--- config.mk ---
export PLATFORM = sky130hd
export DESIGN_NAME = vga_plot_arbiter
export DESIGN_NICKNAME = d
export VERILOG_FILES = /design/src/rtl/vga_plot_arbiter.sv
export SDC_FILE = /design/constraint.sdc
export NUM_CORES = 1
export LEC_CHECK = 0
export ABC_CLOCK_PERIOD_IN_PS = 2680
export CORE_AREA = 5 5 83 85
export CTS_BUF_LIST = sky130_fd_sc_hd__clkbuf_4 sky130_fd_sc_hd__clkbuf_8
export CTS_CLUSTER_SIZE = 25
export DETAILED_ROUTE_END_ITERATION = 16
export DIE_AREA = 0 0 88 90
export PLACE_DENSITY = 0.84
export SETUP_SLACK_MARGIN = 0.1
export SLEW_MARGIN = 20
export SYNTH_ARGS = -nofsm -noshare
export SYNTH_HDL_FRONTEND = slang
export SYNTH_SLANG_ARGS = --single-unit
--- constraint.sdc ---
create_clock -name CLOCK_50 -period 2.68 [get_ports CLOCK_50]
set_clock_uncertainty 0.2 [all_clocks]
set_input_delay 0.536 -clock CLOCK_50 [delete_from_list [all_inputs] [get_ports CLOCK_50]]
set_output_delay 0.536 -clock CLOCK_50 [all_outputs]
set_load 0.03 [all_outputs]
--- src/rtl/vga_plot_arbiter.sv ---
// vga_plot_arbiter
//   Shares the single VGA adapter write port between three external pixel
//   producers and an internal full-screen clear engine. Ownership is granted
//   round-robin. An owner keeps the port for its whole burst, and every
//   hand-over includes a dead cycle. All adapter-facing outputs are registered.
//
// Ports
//   CLOCK_50        system clock
//   Resetn          synchronous, active-low reset
//   req[2:0]        burst request: [0] block FSM, [1] board redraw, [2] score
//   x*/y*/c*/p*     pixel X, Y, colour and plot strobe of each requester
//   clear_start     one-cycle pulse asking for a full-screen clear
//   gnt[2:0]        one-hot grant to the external requesters
//   clear_busy      clear accepted and not yet finished
//   clear_done      one-cycle pulse while the last clear pixel is on vga_*
//   vga_x/vga_y/vga_colour/vga_plot   registered adapter write port
module vga_plot_arbiter #(
    parameter int unsigned XSCREEN      = 160,
    parameter int unsigned YSCREEN      = 120,
    parameter logic [2:0]  CLEAR_COLOUR = 3'b000
) (
    input  logic       CLOCK_50,
    input  logic       Resetn,
    input  logic [2:0] req,
    input  logic [7:0] x0,
    input  logic [7:0] x1,
    input  logic [7:0] x2,
    input  logic [6:0] y0,
    input  logic [6:0] y1,
    input  logic [6:0] y2,
    input  logic [2:0] c0,
    input  logic [2:0] c1,
    input  logic [2:0] c2,
    input  logic       p0,
    input  logic       p1,
    input  logic       p2,
    input  logic       clear_start,
    output logic [2:0] gnt,
    output logic       clear_busy,
    output logic       clear_done,
    output logic [7:0] vga_x,
    output logic [6:0] vga_y,
    output logic [2:0] vga_colour,
    output logic       vga_plot
);

    typedef enum logic [1:0] {S_IDLE, S_GRANT, S_RELEASE} state_t;

    localparam logic [1:0] SLOT_CLEAR = 2'd3;
    localparam logic [7:0] X_LAST     = 8'(XSCREEN - 1);
    localparam logic [6:0] Y_LAST     = 7'(YSCREEN - 1);

    state_t     state_q, state_d;
    logic [1:0] owner_q, owner_d;
    logic [1:0] last_q, last_d;
    logic [2:0] gnt_q, gnt_d;
    logic [7:0] sx_q, sx_d;
    logic [6:0] sy_q, sy_d;
    logic       pend_q, pend_d;
    logic       busy_q, busy_d;
    logic       done_q, done_d;
    logic [7:0] vx_q, vx_d;
    logic [6:0] vy_q, vy_d;
    logic [2:0] vc_q, vc_d;
    logic       vp_q, vp_d;

    logic [3:0] slot_req;
    logic [1:0] cand;
    logic [1:0] pick;
    logic       pick_valid;

    logic [7:0] own_x;
    logic [6:0] own_y;
    logic [2:0] own_c;
    logic       own_p;
    logic       own_req;

    // Round-robin search starting at last_q+1. The 2-bit add wraps mod 4, so
    // the fourth candidate is last_q itself.
    always_comb begin
        slot_req   = {pend_q, req};
        cand       = '0;
        pick       = '0;
        pick_valid = 1'b0;
        for (int unsigned k = 1; k <= 4; k++) begin
            cand = last_q + 2'(k);
            if (!pick_valid && slot_req[cand]) begin
                pick       = cand;
                pick_valid = 1'b1;
            end
        end
    end

    // Data and request of the current external owner.
    always_comb begin
        own_x   = x0;
        own_y   = y0;
        own_c   = c0;
        own_p   = p0;
        own_req = req[0];
        case (owner_q)
            2'd1: begin
                own_x = x1; own_y = y1; own_c = c1; own_p = p1; own_req = req[1];
            end
            2'd2: begin
                own_x = x2; own_y = y2; own_c = c2; own_p = p2; own_req = req[2];
            end
            default: ;
        endcase
    end

    always_comb begin
        state_d = state_q;
        owner_d = owner_q;
        last_d  = last_q;
        gnt_d   = '0;
        sx_d    = sx_q;
        sy_d    = sy_q;
        pend_d  = pend_q;
        busy_d  = busy_q;
        done_d  = 1'b0;
        vx_d    = vx_q;
        vy_d    = vy_q;
        vc_d    = vc_q;
        vp_d    = 1'b0;

        unique case (state_q)
            S_IDLE: begin
                if (pick_valid) begin
                    state_d = S_GRANT;
                    owner_d = pick;
                    if (pick != SLOT_CLEAR) gnt_d = 3'b001 << pick;
                end
            end
            S_GRANT: begin
                if (owner_q == SLOT_CLEAR) begin
                    vx_d = sx_q;
                    vy_d = sy_q;
                    vc_d = CLEAR_COLOUR;
                    vp_d = 1'b1;
                    if (sx_q == X_LAST) begin
                        sx_d = '0;
                        if (sy_q == Y_LAST) begin
                            sy_d    = '0;
                            pend_d  = 1'b0;
                            busy_d  = 1'b0;
                            done_d  = 1'b1;
                            state_d = S_RELEASE;
                        end else begin
                            sy_d = sy_q + 7'd1;
                        end
                    end else begin
                        sx_d = sx_q + 8'd1;
                    end
                end else begin
                    vx_d = own_x;
                    vy_d = own_y;
                    vc_d = own_c;
                    vp_d = own_p;
                    if (own_req) gnt_d   = gnt_q;
                    else         state_d = S_RELEASE;
                end
            end
            S_RELEASE: begin
                last_d  = owner_q;
                state_d = S_IDLE;
            end
            default: state_d = S_IDLE;
        endcase

        // busy has already dropped while clear_done is high, so done_q must
        // also block a start pulse in that cycle.
        if (clear_start && !busy_q && !done_q) begin
            pend_d = 1'b1;
            busy_d = 1'b1;
        end
    end

    always_ff @(posedge CLOCK_50) begin
        if (!Resetn) begin
            state_q <= S_IDLE;
            owner_q <= '0;
            last_q  <= SLOT_CLEAR;
            gnt_q   <= '0;
            sx_q    <= '0;
            sy_q    <= '0;
            pend_q  <= 1'b0;
            busy_q  <= 1'b0;
            done_q  <= 1'b0;
            vx_q    <= '0;
            vy_q    <= '0;
            vc_q    <= '0;
            vp_q    <= 1'b0;
        end else begin
            state_q <= state_d;
            owner_q <= owner_d;
            last_q  <= last_d;
            gnt_q   <= gnt_d;
            sx_q    <= sx_d;
            sy_q    <= sy_d;
            pend_q  <= pend_d;
            busy_q  <= busy_d;
            done_q  <= done_d;
            vx_q    <= vx_d;
            vy_q    <= vy_d;
            vc_q    <= vc_d;
            vp_q    <= vp_d;
        end
    end

    assign gnt        = gnt_q;
    assign clear_busy = busy_q;
    assign clear_done = done_q;
    assign vga_x      = vx_q;
    assign vga_y      = vy_q;
    assign vga_colour = vc_q;
    assign vga_plot   = vp_q;

endmodule
==> results of run 1 <==
cell type report:
cell class	instances	area (um2)
inverters	8	30.03
repair buffers	96	935.9
well taps	77	96.34
fillers	547	2783
multi-input cells	206	1313
clock inverters	1	5.005
flip-flops and latches	45	900.9
clock buffers	5	68.82
metal layers:
layer	global-route usage	routed length, um	vias to the layer above
met2	0.2676	3136	97
met4	0.05371	104	0
li1	-	-	1216
met5	0	0	-
met1	0.2119	2898	1105
met3	0.05119	585	8
flip-flops by register name (all words and copies together), names as in the netlist:
register    count
vga_plot        1
state_q         2
vga_y           7
gnt             3
clear_busy      1
last_q          2
vga_x           8
vga_colour      3
sx_q            8
owner_q         2
clear_done      1
sy_q            7
worst max-delay path by stage:
stage / endpoint / slack [ns] / start / cells past startpoint
after floorplan: sy_q[5] / 0.48 / sx_q[0] / 6
after global placement: gnt[1] / 0.34 / req[2] / 5
after detailed placement: gnt[0] / 0.34 / req[2] / 5
after CTS: clear_busy / 0.36 / owner_q[0] / 5
after global routing: clear_busy / 0.16 / sy_q[0] / 5
final: clear_busy / 0.36 / owner_q[0] / 5
placed cells by master, fill, tap and decap left out, drive strengths merged, types with 2 or more instances in the layout:
cell type	n
nor3	6
o211ai	17
a21oi	37
nand4	4
nand2	21
xnor2	5
nor4	4
buf	10
nand2b	2
clkdlybuf4s50	86
nand3b	3
a22o	2
o31ai	2
o21a	2
inv	7
nor2b	2
or3	2
mux2i	2
o21ai	25
dfxtp	45
clkinv	2
or4	2
nand3	4
a22oi	7
ha	5
nor2	17
a221o	16
or3b	2
xor2	3
clkbuf	5
cell families (layout without fill, tap and decap cells):
family	Yosys count	in the layout	share of synthesized area
AOI/OAI and AO/OA	117	117	0.3332
and+or+nand+nor	73	73	0.1601
DFF	45	45	0.3869
buffers and inverters	30	110	0.04944
xor gates and xnor gates	8	8	0.03009
adders and majority gates	5	5	0.02687
muxes	3	3	0.01343
stage by stage:
| step | setup WS [ns] | area [um2] | total power, mW | hold slack, ns |
|---|---|---|---|---|
| 6_report | 0.3595 | 3349 | 2.350 | 0.2705 |
| 5_1_grt | 0.1552 | 3349 | 2.489 | 0.3008 |
| 4_1_cts | 0.3578 | 3349 | 2.358 | 0.2740 |
| 3_5_place_dp | 0.3395 | 3276 | 1.968 | 0.2548 |
| 3_3_place_gp | 0.3409 | 3276 | 1.948 | 0.2539 |
| 2_1_floorplan | 0.4813 | 2328 | 1.531 | 0.2527 |
power by group:
part	internal (mW)	switching, mW
Sequential	0.778	0.0711
Combinational	0.496	0.609
Clock	0.172	0.224
worst reg2reg max path, stage by stage (launching register included):
cell	delay, ns
dfxtp_1	0.39
ha_1	0.21
nand3b_2	0.20
or3_1	0.49
o21ai_0	0.55
mux2i_1	0.14
==> metrics, run 1 <==
status finished clean; vias 2426; total iterations of the first detailed-routing run 4; Max Slew Vio Count 0; Min-Delay Startpoint gnt[2]; largest net degree at the start of global routing 24; n_diodes 0; type of the worst min-delay path reg2reg; CP delay by family, top simple AND/OR/NAND/NOR gates; I/O pins 87; Total Neg Setup Slack 0 ns; Unique masters post-synth 46; EDFF count, synth 0; Post-Syn Area 0.002328 mm2; # rows 29; Peak Freq 430.9 MHz; Layout area overhead 43.85%; top post-synthesis cells by area dfxtp_1 (39%), a21oi_1 (8.0%), a221o_1 (6.9%); sequential-to-total area share from yosys stat 0.3869; # hold bufs at CTS 0; CTS root buf clkbuf_8; WP data arrival 2.28 ns; Synth top area share 0.3869; Worst-path clk slew 0.08 ns; CP required 2.64 ns; Syn Inst Count 281; RSZ-0062 raised after global routing no; nets@finish 430; DRC viols 0; placed instance count 432; Clk Latency, worst-skew pair 0.30 ns; Max FO, Critical Path 9; CTS tree done; clk sinks 45; Worst-Margin Slew 0.6439 ns; core area 0.006132 mm2; fin util 0.5462; GRT Util Overall 0.1672; top_reg_cell synth dfxtp_1; final std cells w/o fill 438; critical-path cell list ha_1 > nand3b_2 > or3_1 > o21ai_0 > mux2i_1; Post-synth ARST share 0; RD Place Congestion 0.8756; CTS Buf Count 5; Buf/Inv on CP 0; FF-to-FF End clear_busy; most common cell in the netlist dfxtp_1; CP max stage delay 0.55 ns; Mapped Nets 349; post-cts resize count 0; Min-Delay Endpoint gnt[2]; first-pass GRT wire length 10850 um; global route total overflow 0; Hold Path Cell Cnt 1; share of post-route cells with drive strength above 1 0.05540; CP Launch Type flip-flop; port bufs 86; Detailed Route WL 6724 um; fin crit share 0.8659; fin crit period 2.321 ns; drt wl/cell 15.35 um; YS warnings 0; Setup Viol. Count Final 0; syn avg cell area 8.286 um2; Die Height 90 um; post-DP HPWL 5315 um; worst r2r path cells 5; area leader, netlist dfxtp_1; initial antenna violation count 0; Fin. Hold Viols 0; Setup Buffers After CTS 0; antenna viol nets, final 0; R2R Setup Slk 0.36 ns; H-tree lvl count 2; Pleak 1.211 nW; First DRT Iteration DRCs 170; clk buf depth 2; Initial Util 0.3797; Setup CP Type reg2reg; RR Startpoint owner_q[0]; Relative slew margins 0.5669; Worst path slowest cell o21ai_0; VDD IR-drop max 0.3635 mV; die footprint 0.007920 mm2; max cap viols 0; post-synthesis register bit count 45; vias in the first global route 2299; die width 88 um; Pwr Density 701.7 mW/mm2; via-per-instance ratio 5.539; CP endpoint kind flip-flop; commonest cells in the netlist dfxtp_1 (45), a21oi_1 (37), o21ai_0 (25)
Note: power is estimated with default switching activity, not from simulation.
==> run 2: changes to the inputs <==
Settings changed: GPL_TIMING_DRIVEN from default to 0.
==> metrics, run 2 (same netlist as run 1, synthesis figures left out) <==
First DRT Iteration DRCs 128 (-25%); Pleak 1.202 nW (-0.71%); Worst-path clk slew 0.08 ns (about the same); clk sinks 45 (unchanged); drt wl/cell 15.21 um (-0.91%); Initial Util 0.3797 (unchanged); GRT Util Overall 0.1733 (+0.006155); Worst-Margin Slew 0.5575 ns (-0.08636 ns); type of the worst min-delay path reg2reg; via-per-instance ratio 5.521 (-0.32%); RR Startpoint sx_q[0]; core area 0.006132 mm2 (unchanged); H-tree lvl count 2 (unchanged); Max Slew Vio Count 0 (unchanged); Layout area overhead 45.51%; status finished clean; fin crit period 2.465 ns (+0.1449 ns); initial antenna violation count 0 (unchanged); Setup WS pre-CTS 0.1678 ns (-0.1718 ns); Relative slew margins 0.6250 (+0.05809); Clk Latency, worst-skew pair 0.29 ns (about the same); I/O pins 87 (unchanged); Fin. Hold Viols 0 (unchanged); nets@finish 444 (+3.3%); fin crit share 0.9199 (+0.05407); final worst slack 0.2146 ns (-0.1449 ns); CP Launch Type flip-flop; antenna viol nets, final 0 (unchanged); die footprint 0.007920 mm2 (unchanged); VDD IR-drop max 0.3680 mV (+1.2%); n_diodes 0 (unchanged); Max FO, Critical Path 7 (-2); vias 2501 (+3.1%); CTS Buf Count 5 (unchanged); first-pass GRT wire length 11220 um (+3.4%); vias in the first global route 2457 (+6.9%); share of post-route cells with drive strength above 1 0.04255 (-0.01285); largest net degree at the start of global routing 14 (-42%); port bufs 85 (-1.2%); commonest non-fill, non-tap cell in the layout clkdlybuf4s50_1; R2R Setup Slk 0.21 ns (-0.14 ns); Setup CP Type reg2reg; CP endpoint kind flip-flop; post-DP HPWL 5463 um (+2.8%); # hold bufs at CTS 0 (unchanged); CTS tree done; Peak Freq 405.6 MHz (-5.9%); Die Height 90 um (unchanged); worst r2r path cells 6 (+1); WP data arrival 2.49 ns (+0.21 ns); # rows 29 (unchanged); FF-to-FF End sy_q[6]; CP required 2.71 ns (+0.07 ns); RD Place Congestion 0.8651 (-1.2%); CTS root buf clkbuf_8; Pwr Density 695.5 mW/mm2 (-0.89%); Min-Delay Endpoint gnt[1]; clk buf depth 2 (unchanged); Detailed Route WL 6891 um (+2.5%); commonest non-fill, non-tap cells in the layout clkdlybuf4s50_1 (85), dfxtp_1 (45), a21oi_1 (37), o21ai_0 (24), nand2_1 (21); total iterations of the first detailed-routing run 4 (unchanged); Total Neg Setup Slack 0 ns (unchanged); Hold Path Cell Cnt 1 (unchanged); RSZ-0062 raised after global routing no; DRC viols 0 (unchanged); max cap viols 0 (unchanged); Min-Delay Startpoint gnt[1]; global route total overflow 0 (unchanged); Setup Viol. Count Final 0 (unchanged); die width 88 um (unchanged)
-- run 2: cell types whose count changed in the layout (fill, tap and decap cells not counted) --
cell | before | now
clkbuf_1 | 0 | 18
buf_4 | 10 | 3
buf_1 | 0 | 2
buf_2 | 0 | 2
clkbuf_8 | 5 | 6
clkdlybuf4s50_1 | 86 | 85
clkinv_2 | 1 | 0
clkinvlp_4 | 0 | 1
o21ai_0 | 25 | 24
o21ai_1 | 0 | 1
-- run 2: stage by stage --
| stage | instances | hold WS, ns | area (um2) | util | total power, mW |
|---|---|---|---|---|---|
| 6_report | 453 | 0.3003 | 3388 | 0.5525 | 2.356 |
| 2_1_floorplan | 281 | 0.2527 | 2328 | - | 1.531 |
| 4_1_cts | 450 | 0.2945 | 3366 | 0.5489 | 2.377 |
| 3_5_place_dp | 443 | 0.2750 | 3276 | 0.5342 | 1.947 |
| 5_1_grt | 453 | 0.3120 | 3388 | 0.5525 | 2.519 |
| 3_3_place_gp | 443 | 0.2562 | 3276 | 0.5342 | 1.931 |
-- run 2: how the worst max path moves through the flow --
stage,start,endpoint,slack (ns),cells after the start
global route,sx_q[0],sy_q[6],0.06,6
detailed placement,sx_q[0],clear_busy,0.17,6
CTS,sx_q[0],clear_busy,0.14,6
finish,sx_q[0],sy_q[6],0.21,6
global placement,sx_q[0],clear_busy,0.21,6
floorplan,sx_q[0],sy_q[5],0.48,6
-- run 2: report_power, final --
group	leakage, nW	internal [mW]	switching [mW]
Combinational	0.791	0.478	0.607
Sequential	0.368	0.777	0.0642
Clock	0.0433	0.204	0.225
Total	1.20	1.46	0.897
-- run 2: layout make-up --
type                            count  area, um2
Timing Repair Buffer               88      873.3
Buffer                             22      85.08
Clock inverter                      1      7.507
Sequential cell                    45      900.9
Tap cell                           77      96.34
Fill cell                         579       2744
Clock buffer                        6      82.58
Inverter                            8      30.03
Multi-Input combinational cell    206       1313
-- run 2: per-layer routing --
layer,GRT usage,part of all wire,wire [um]
met5,0,0,0
met4,0.05754,0.016,109
met3,0.05119,0.10,695
met1,0.2132,0.40,2736
met2,0.2852,0.49,3348
-- run 2: what timing repair did --
item                       CTS  global route
setup buffers                0             3
setup endpoints to repair    0             6
gates resized for setup      0             1
-- run 2: critical path, stage by stage (launching register included) --
cell	delay, ns
dfxtp_1	0.45
ha_1	0.22
nand4_1	0.25
or3_1	0.43
buf_2	0.16
or4b_1	0.51
a21oi_1	0.16
==> run 3: changes to the inputs <==
Settings changed: ABC_CLOCK_PERIOD_IN_PS 2680 to 2700.
Clock period 2.68 ns to 2.7 ns, I/O delays scaled along.
==> results of run 3 <==
The final DEF is identical to that of run 2. Status: finished clean.
Main changes from that run: setup slack after placement 0.1678 ns -> 0.1878 ns; setup slack after layout 0.2146 ns -> 0.2346 ns; register-to-register setup slack 0.21 ns -> 0.23 ns; total power 2.356 mW -> 2.339 mW; worst IR drop on VDD 0.3680 mV -> 0.3653 mV
